### src/rtl/adam_jtag_pkg.sv
// adam_jtag_pkg: TAP state encoding, instruction codes and the TAP next-state function
package adam_jtag_pkg;

    typedef enum logic [3:0] {
        TLR    = 4'd0,
        RTI    = 4'd1,
        SEL_DR = 4'd2,
        CAP_DR = 4'd3,
        SH_DR  = 4'd4,
        EX1_DR = 4'd5,
        PA_DR  = 4'd6,
        EX2_DR = 4'd7,
        UPD_DR = 4'd8,
        SEL_IR = 4'd9,
        CAP_IR = 4'd10,
        SH_IR  = 4'd11,
        EX1_IR = 4'd12,
        PA_IR  = 4'd13,
        EX2_IR = 4'd14,
        UPD_IR = 4'd15
    } tap_state_t;

    localparam logic [4:0] INSTR_IDCODE = 5'h01;
    localparam logic [4:0] INSTR_PAUSE  = 5'h10;
    localparam logic [4:0] INSTR_BYPASS = 5'h1F;

    function automatic tap_state_t tap_next(input tap_state_t s, input logic tms);
        tap_next = TLR;
        case (s)
            TLR:    tap_next = tms ? TLR    : RTI;
            RTI:    tap_next = tms ? SEL_DR : RTI;
            SEL_DR: tap_next = tms ? SEL_IR : CAP_DR;
            CAP_DR: tap_next = tms ? EX1_DR : SH_DR;
            SH_DR:  tap_next = tms ? EX1_DR : SH_DR;
            EX1_DR: tap_next = tms ? UPD_DR : PA_DR;
            PA_DR:  tap_next = tms ? EX2_DR : PA_DR;
            EX2_DR: tap_next = tms ? UPD_DR : SH_DR;
            UPD_DR: tap_next = tms ? SEL_DR : RTI;
            SEL_IR: tap_next = tms ? TLR    : CAP_IR;
            CAP_IR: tap_next = tms ? EX1_IR : SH_IR;
            SH_IR:  tap_next = tms ? EX1_IR : SH_IR;
            EX1_IR: tap_next = tms ? UPD_IR : PA_IR;
            PA_IR:  tap_next = tms ? EX2_IR : PA_IR;
            EX2_IR: tap_next = tms ? UPD_IR : SH_IR;
            UPD_IR: tap_next = tms ? SEL_DR : RTI;
            default: tap_next = TLR;
        endcase
    endfunction

endpackage

### src/rtl/adam_jtag_sync.sv
// adam_jtag_sync: STAGES-deep async-reset bit synchronizer
//   clk, rst : system clock and async active-high reset (flops clear to 0)
//   d_i      : asynchronous input bit
//   q_o      : synchronized output bit
module adam_jtag_sync #(
    parameter int STAGES = 2
) (
    input  logic clk,
    input  logic rst,
    input  logic d_i,
    output logic q_o
);

    logic [STAGES-1:0] ff_q;

    always_ff @(posedge clk or posedge rst) begin
        if (rst) ff_q <= '0;
        else     ff_q <= {ff_q[STAGES-2:0], d_i};
    end

    assign q_o = ff_q[STAGES-1];

endmodule

### src/rtl/adam_jtag_pause_tap.sv
// adam_jtag_pause_tap: oversampled JTAG TAP with IDCODE, BYPASS and a PAUSE req/ack data register
//   clk, rst         : system clock (>= 4x tck), async active-high reset
//   jtag_trst_n      : async test reset, active low
//   jtag_tck/tms/tdi : JTAG pins, sampled as data
//   jtag_tdo         : JTAG data out, updated on synced tck falls
//   pause_req        : pause request to downstream, pause_ack its acknowledge
//   tap_state        : current TAP state encoding
module adam_jtag_pause_tap #(
    parameter logic [31:0] IDCODE      = 32'h0000_0001,
    parameter int          IR_WIDTH    = 5,
    parameter int          SYNC_STAGES = 2
) (
    input  logic       clk,
    input  logic       rst,
    input  logic       jtag_trst_n,
    input  logic       jtag_tck,
    input  logic       jtag_tms,
    input  logic       jtag_tdi,
    output logic       jtag_tdo,
    output logic       pause_req,
    input  logic       pause_ack,
    output logic [3:0] tap_state
);
    import adam_jtag_pkg::*;

    logic tck_s, tms_s, tdi_s, trst_n_s, tck_prev_q, rise, fall, is_id, is_pause, tdo_q, req_q;
    tap_state_t state_q, state_d;
    logic [IR_WIDTH-1:0] ir_q;
    logic [31:0] shift_q, shift_d;

    adam_jtag_sync #(.STAGES(SYNC_STAGES)) u_sync_tck  (.clk(clk), .rst(rst), .d_i(jtag_tck),    .q_o(tck_s));
    adam_jtag_sync #(.STAGES(SYNC_STAGES)) u_sync_tms  (.clk(clk), .rst(rst), .d_i(jtag_tms),    .q_o(tms_s));
    adam_jtag_sync #(.STAGES(SYNC_STAGES)) u_sync_tdi  (.clk(clk), .rst(rst), .d_i(jtag_tdi),    .q_o(tdi_s));
    adam_jtag_sync #(.STAGES(SYNC_STAGES)) u_sync_trst (.clk(clk), .rst(rst), .d_i(jtag_trst_n), .q_o(trst_n_s));

    assign rise     = tck_s & ~tck_prev_q;
    assign fall     = ~tck_s & tck_prev_q;
    assign is_id    = ir_q == IR_WIDTH'(INSTR_IDCODE);
    assign is_pause = ir_q == IR_WIDTH'(INSTR_PAUSE);
    assign state_d  = tap_next(state_q, tms_s);

    // Shift register next value for a rise in the current state; any code other
    // than IDCODE/PAUSE gets the 1-bit bypass register.
    always_comb begin
        shift_d = shift_q;
        case (state_q)
            CAP_IR: shift_d = 32'd1;
            CAP_DR: shift_d = is_id ? IDCODE : is_pause ? {30'b0, pause_ack, req_q} : '0;
            SH_IR:  shift_d = 32'(shift_q[IR_WIDTH-1:1]) | (32'(tdi_s) << (IR_WIDTH - 1));
            SH_DR:  shift_d = is_id ? {tdi_s, shift_q[31:1]} : is_pause ? {30'b0, tdi_s, shift_q[1]} : {31'b0, tdi_s};
            default: ;
        endcase
    end

    always_ff @(posedge clk or posedge rst) begin
        if (rst) begin
            state_q    <= TLR;
            ir_q       <= IR_WIDTH'(INSTR_IDCODE);
            shift_q    <= '0;
            tdo_q      <= 1'b0;
            req_q      <= 1'b0;
            tck_prev_q <= 1'b0;
        end else begin
            tck_prev_q <= tck_s;
            if (fall) tdo_q <= (state_q == SH_DR || state_q == SH_IR) & shift_q[0];
            // Test reset overrides any concurrent tck rise and drops shift contents.
            if (!trst_n_s) begin
                state_q <= TLR;
                ir_q    <= IR_WIDTH'(INSTR_IDCODE);
                req_q   <= 1'b0;
                shift_q <= '0;
            end else if (rise) begin
                state_q <= state_d;
                shift_q <= shift_d;
                if (state_q == UPD_IR) ir_q <= shift_q[IR_WIDTH-1:0];
                if (state_q == UPD_DR && is_pause) req_q <= shift_q[0];
                if (state_d == TLR) begin
                    ir_q  <= IR_WIDTH'(INSTR_IDCODE);
                    req_q <= 1'b0;
                end
            end
        end
    end

    assign jtag_tdo  = tdo_q;
    assign pause_req = req_q;
    assign tap_state = state_q;

endmodule

### config.mk
export PLATFORM = sky130hd
export DESIGN_NAME = adam_jtag_pause_tap
export DESIGN_NICKNAME = d
export VERILOG_FILES = /design/src/rtl/adam_jtag_pkg.sv /design/src/rtl/adam_jtag_sync.sv /design/src/rtl/adam_jtag_pause_tap.sv
export SDC_FILE = /design/constraint.sdc
export NUM_CORES = 1
export LEC_CHECK = 0
export CELL_PAD_IN_SITES_DETAIL_PLACEMENT = 1
export CELL_PAD_IN_SITES_GLOBAL_PLACEMENT = 2
export CORE_MARGIN = 1
export CORE_UTILIZATION = 42
export CTS_BUF_LIST = sky130_fd_sc_hd__clkbuf_4 sky130_fd_sc_hd__clkbuf_8
export CTS_CLUSTER_DIAMETER = 80
export CTS_CLUSTER_SIZE = 25
export DETAILED_ROUTE_END_ITERATION = 8
export PLACE_DENSITY_LB_ADDON = 0.1
export RECOVER_POWER = 25
export SLEW_MARGIN = 20
export SYNTH_ARGS = -nofsm -noshare
export SYNTH_HDL_FRONTEND = slang
export SYNTH_SLANG_ARGS = --single-unit
### constraint.sdc
create_clock -name clk -period 1.95 [get_ports clk]
set_input_delay 0.2925 -clock clk [delete_from_list [all_inputs] [get_ports clk]]
set_output_delay 0.2925 -clock clk [all_outputs]
set_load 0.005 [all_outputs]
==> results of run 1 <==
## metal layers
metal | GRT usage, % | routed length [um]
met1 | 24.7 | 2420
met2 | 31.8 | 2590
met3 | 3.49 | 108
met4 | 5.37 | 68
met5 | 0 | 0
## stage by stage
| stage | instance area, um^2 | util [%] | cells |
|---|---|---|---|
| finish | 2750 | 49.4 | 294 |
| global route | 2750 | 49.4 | 294 |
| CTS | 2760 | 49.5 | 293 |
| detailed placement | 2660 | 47.7 | 285 |
| global placement | 2660 | 47.7 | 285 |
| floorplan | 2450 | - | 204 |
## power by group through the flow
stage          combinational (W)  sequential [W]  clock, W
2_1_floorplan          0.0000911         0.00112         0
5_1_grt                 0.000132         0.00112  0.000705
3_5_place_dp            0.000128         0.00113         0
6_report                0.000119         0.00111  0.000638
4_1_cts                 0.000128         0.00111  0.000667
3_3_place_gp            0.000120         0.00113         0
## synthesized netlist by cell type, drive strengths merged, types with 2 or more instances
cell type,number,share of area [%]
nor3,2,1.1
mux2i,4,1.6
dfrtp,51,52
o41ai,3,1.1
or2,2,0.51
a21oi,11,3.2
nor4b,3,2.3
nand2b,8,2.0
buf,10,3.8
mux2,2,0.92
and3b,2,0.72
a22o,30,12
nand4,2,0.51
nor2,5,0.77
o21ai,7,1.4
inv,8,1.2
clkbuf,5,0.77
nand2,15,2.3
nand3,4,1.0
nand3b,3,0.92
a221o,2,0.82
a21o,3,0.92
nor2b,5,1.3
## final cells by class
class                           count  area, um^2  share of cell area (%)
Clock buffer                        6        82.6                    3.00
Clock inverter                      2        13.8                   0.500
Inverter                            8        30.0                    1.09
Multi-Input combinational cell    129        1000                    36.4
Sequential cell                    52        1310                    47.5
Tap cell                           72        90.1                    3.27
Timing Repair Buffer               25         228                    8.27
## flip-flops by register name, indices dropped and copies added, names as in the netlist
signal,cells
u_sync_tms.ff_q,2
pause_req,1
tap_state,4
shift_q,32
u_sync_trst.ff_q,2
u_sync_tck.ff_q,2
ir_q,5
u_sync_tdi.ff_q,2
jtag_tdo,1
tck_prev_q,1
## worst max-delay path: cells and delay by family, from the launching register on
| kind | cells | cell delay, ns |
|---|---|---|
| AND/OR/NAND/NOR | 1 | 0.42 |
| flip-flops | 1 | 0.50 |
| AO/OA/AOI/OAI | 3 | 0.83 |
## cell families after synthesis
| group | count (synthesis) | share of synthesized area, % |
|---|---|---|
| multiplexers | 6 | 2.56 |
| AND/OR/NAND/NOR | 58 | 15.8 |
| buffers and inverters | 23 | 5.83 |
| AO/OA/AOI/OAI | 63 | 21.8 |
| XOR/XNOR | 2 | 0.716 |
| flip-flops | 52 | 53.2 |
## worst max-delay path by stage
stage	slack [ns]	endpoint	depth (start not counted)	start
2_1_floorplan	0.21	shift_q[27]$_DFFE_PP0P_	6	tap_state[3]$_DFFE_PP0P_
6_report	0.08	shift_q[1]$_DFFE_PP0P_	4	tap_state[0]$_DFFE_PP0P_
3_3_place_gp	0.16	shift_q[1]$_DFFE_PP0P_	4	tap_state[3]$_DFFE_PP0P_
3_5_place_dp	0.07	shift_q[1]$_DFFE_PP0P_	4	tap_state[2]$_DFFE_PP0P_
5_1_grt	0.008	shift_q[1]$_DFFE_PP0P_	4	tap_state[0]$_DFFE_PP0P_
4_1_cts	0.007	tap_state[2]	2	tap_state[2]$_DFFE_PP0P_
## timing repair
| item | 4_1_cts | 5_1_grt |
|---|---|---|
| pin swaps | 0 | 1 |
| setup buffers | 0 | 1 |
| gates resized for setup | 1 | 3 |
| endpoints found under the setup margin | 1 | 4 |
| hold endpoints to repair | 0 | 0 |
==> reports/results.txt, run 1 <==
Num CTS Buffers: 5
GR Overflow Total: 0
Crit-path cells: nor4b_4 > a21oi_4 > o21a_4 > a221o_1
Yosys reg bits: 52
Highest-count cells in the layout ignoring fill and taps: dfrtp_1 (48), a22o_2 (19), nand2_1 (15)
Final hold vios: 0
Routed WL: 5.19 mm
DRT Pass-1 Iters: 5
Die height: 78.3 um
Critical R2R Launch: tap_state[0]$_DFFE_PP0P_
CP max stage delay: 0.50 ns
Sequential power share: 59.5%
Final WS setup: 0.0767 ns
Core Footprint: 5570 um^2
Largest net degree at the start of global routing: 33
Distinct cells, synth: 46
Commonest non-fill, non-tap cell in the layout: dfrtp_1
Die area: 6130 um^2
Worst Path Arrival: 2.06 ns
Initial antenna violation count: 0
Register-to-register setup slack: 0.08 ns
RSZ-0062 raised after global routing: no
Clk buf depth: 2
Pwr Total: 0.00187 W
Pre-CTS setup slack: 0.0738 ns
Diodes inserted: 0
Post-DP HPWL: 3.69 mm
FF-to-FF path depth: 4
Post-synth EDFFs: 0
Slowest library cell on the worst path: dfrtp_2
Initial Util: 43.9%
H-tree Lvls: 2
First-pass GRT wire length: 8.95 mm
Crit Path Max Fanout: 32
Hold EP: u_sync_tdi.ff_q[1]$_DFF_PP0_
GPL Wtd Cong: 0.837
Fmax: 534 MHz
Slew @ Worst Pin: 0.666 ns
Syn avg cell area: 12.0 um^2
Critical hold path startpoint: u_sync_tdi.ff_q[0]$_DFF_PP0_
Antenna Nets Post-Route: 0
Int Pwr: 0.00143 W
DR iter-0 viols: 84
Leakage: 1.23 nW
Vias in the first global route: 1,769
Status: complete, no violations
Clock transition at path regs: 0.09 ns
Count of final setup violators: 0
CP Capture Type: flop
Fin Setup TNS: 0 ns
Filler Cell Count: 593
Synthesized cell area: 2450 um^2
Syn Inst Count: 204
DR WL/cell: 17.6 um
CTS root buf: clkbuf_8
Insertion delay to the later sink of the worst-skew pair: 0.30 ns
Cts hold-fix bufs: 0
Rel. slew slack: 55.5%
Clock group share of total power: 34.2%
Synth async-reset ratio: 100%
Final Max Tran Viols: 0
Crit Path Class: reg -> reg
Sink Count: 52
WHS: 0.356 ns
Worst hold stages: 0
Skew final: 0.00777 ns
Die width: 78.3 um
Logic pwr share: 6.4%
Rows: 27
Sw Share: 23.4%
Area Growth Syn to Fin: 12.5%
Top FF cell, synth: dfrtp_1
Worst Path Required: 2.14 ns
Max cap viols: 0
Ports: 13
R2R Path End: shift_q[1]$_DFFE_PP0P_
Synth warnings: 0
Net count after synthesis: 211
Total net switching power: 0.000437 W
GRT Util Overall: 18.8%
Final Cycle Share: 96.1%
DR vias: 1,679
Startpoint Class: flop
Final-stage net count: 228
Sequential element share of the synthesized area: 53.2%
Class of the worst hold path: reg -> reg
CTS tree: built
Share of layout cells above drive strength 1: 26.1%
PortBufs: 12
Vias per inst: 5.71
Power Density: 679 nW/um^2
VDD IR-drop max: 370 uV
Min cycle time layout: 1.87 ns
Drc violations: 0
Note: power is estimated with default switching activity, not from simulation.
==> run 2: changes to the inputs <==
- CTS_CLUSTER_SIZE: 25 -> 8
==> results of run 2 <==
Same layout as run 1: the final DEF is identical, and so are final timing and power.
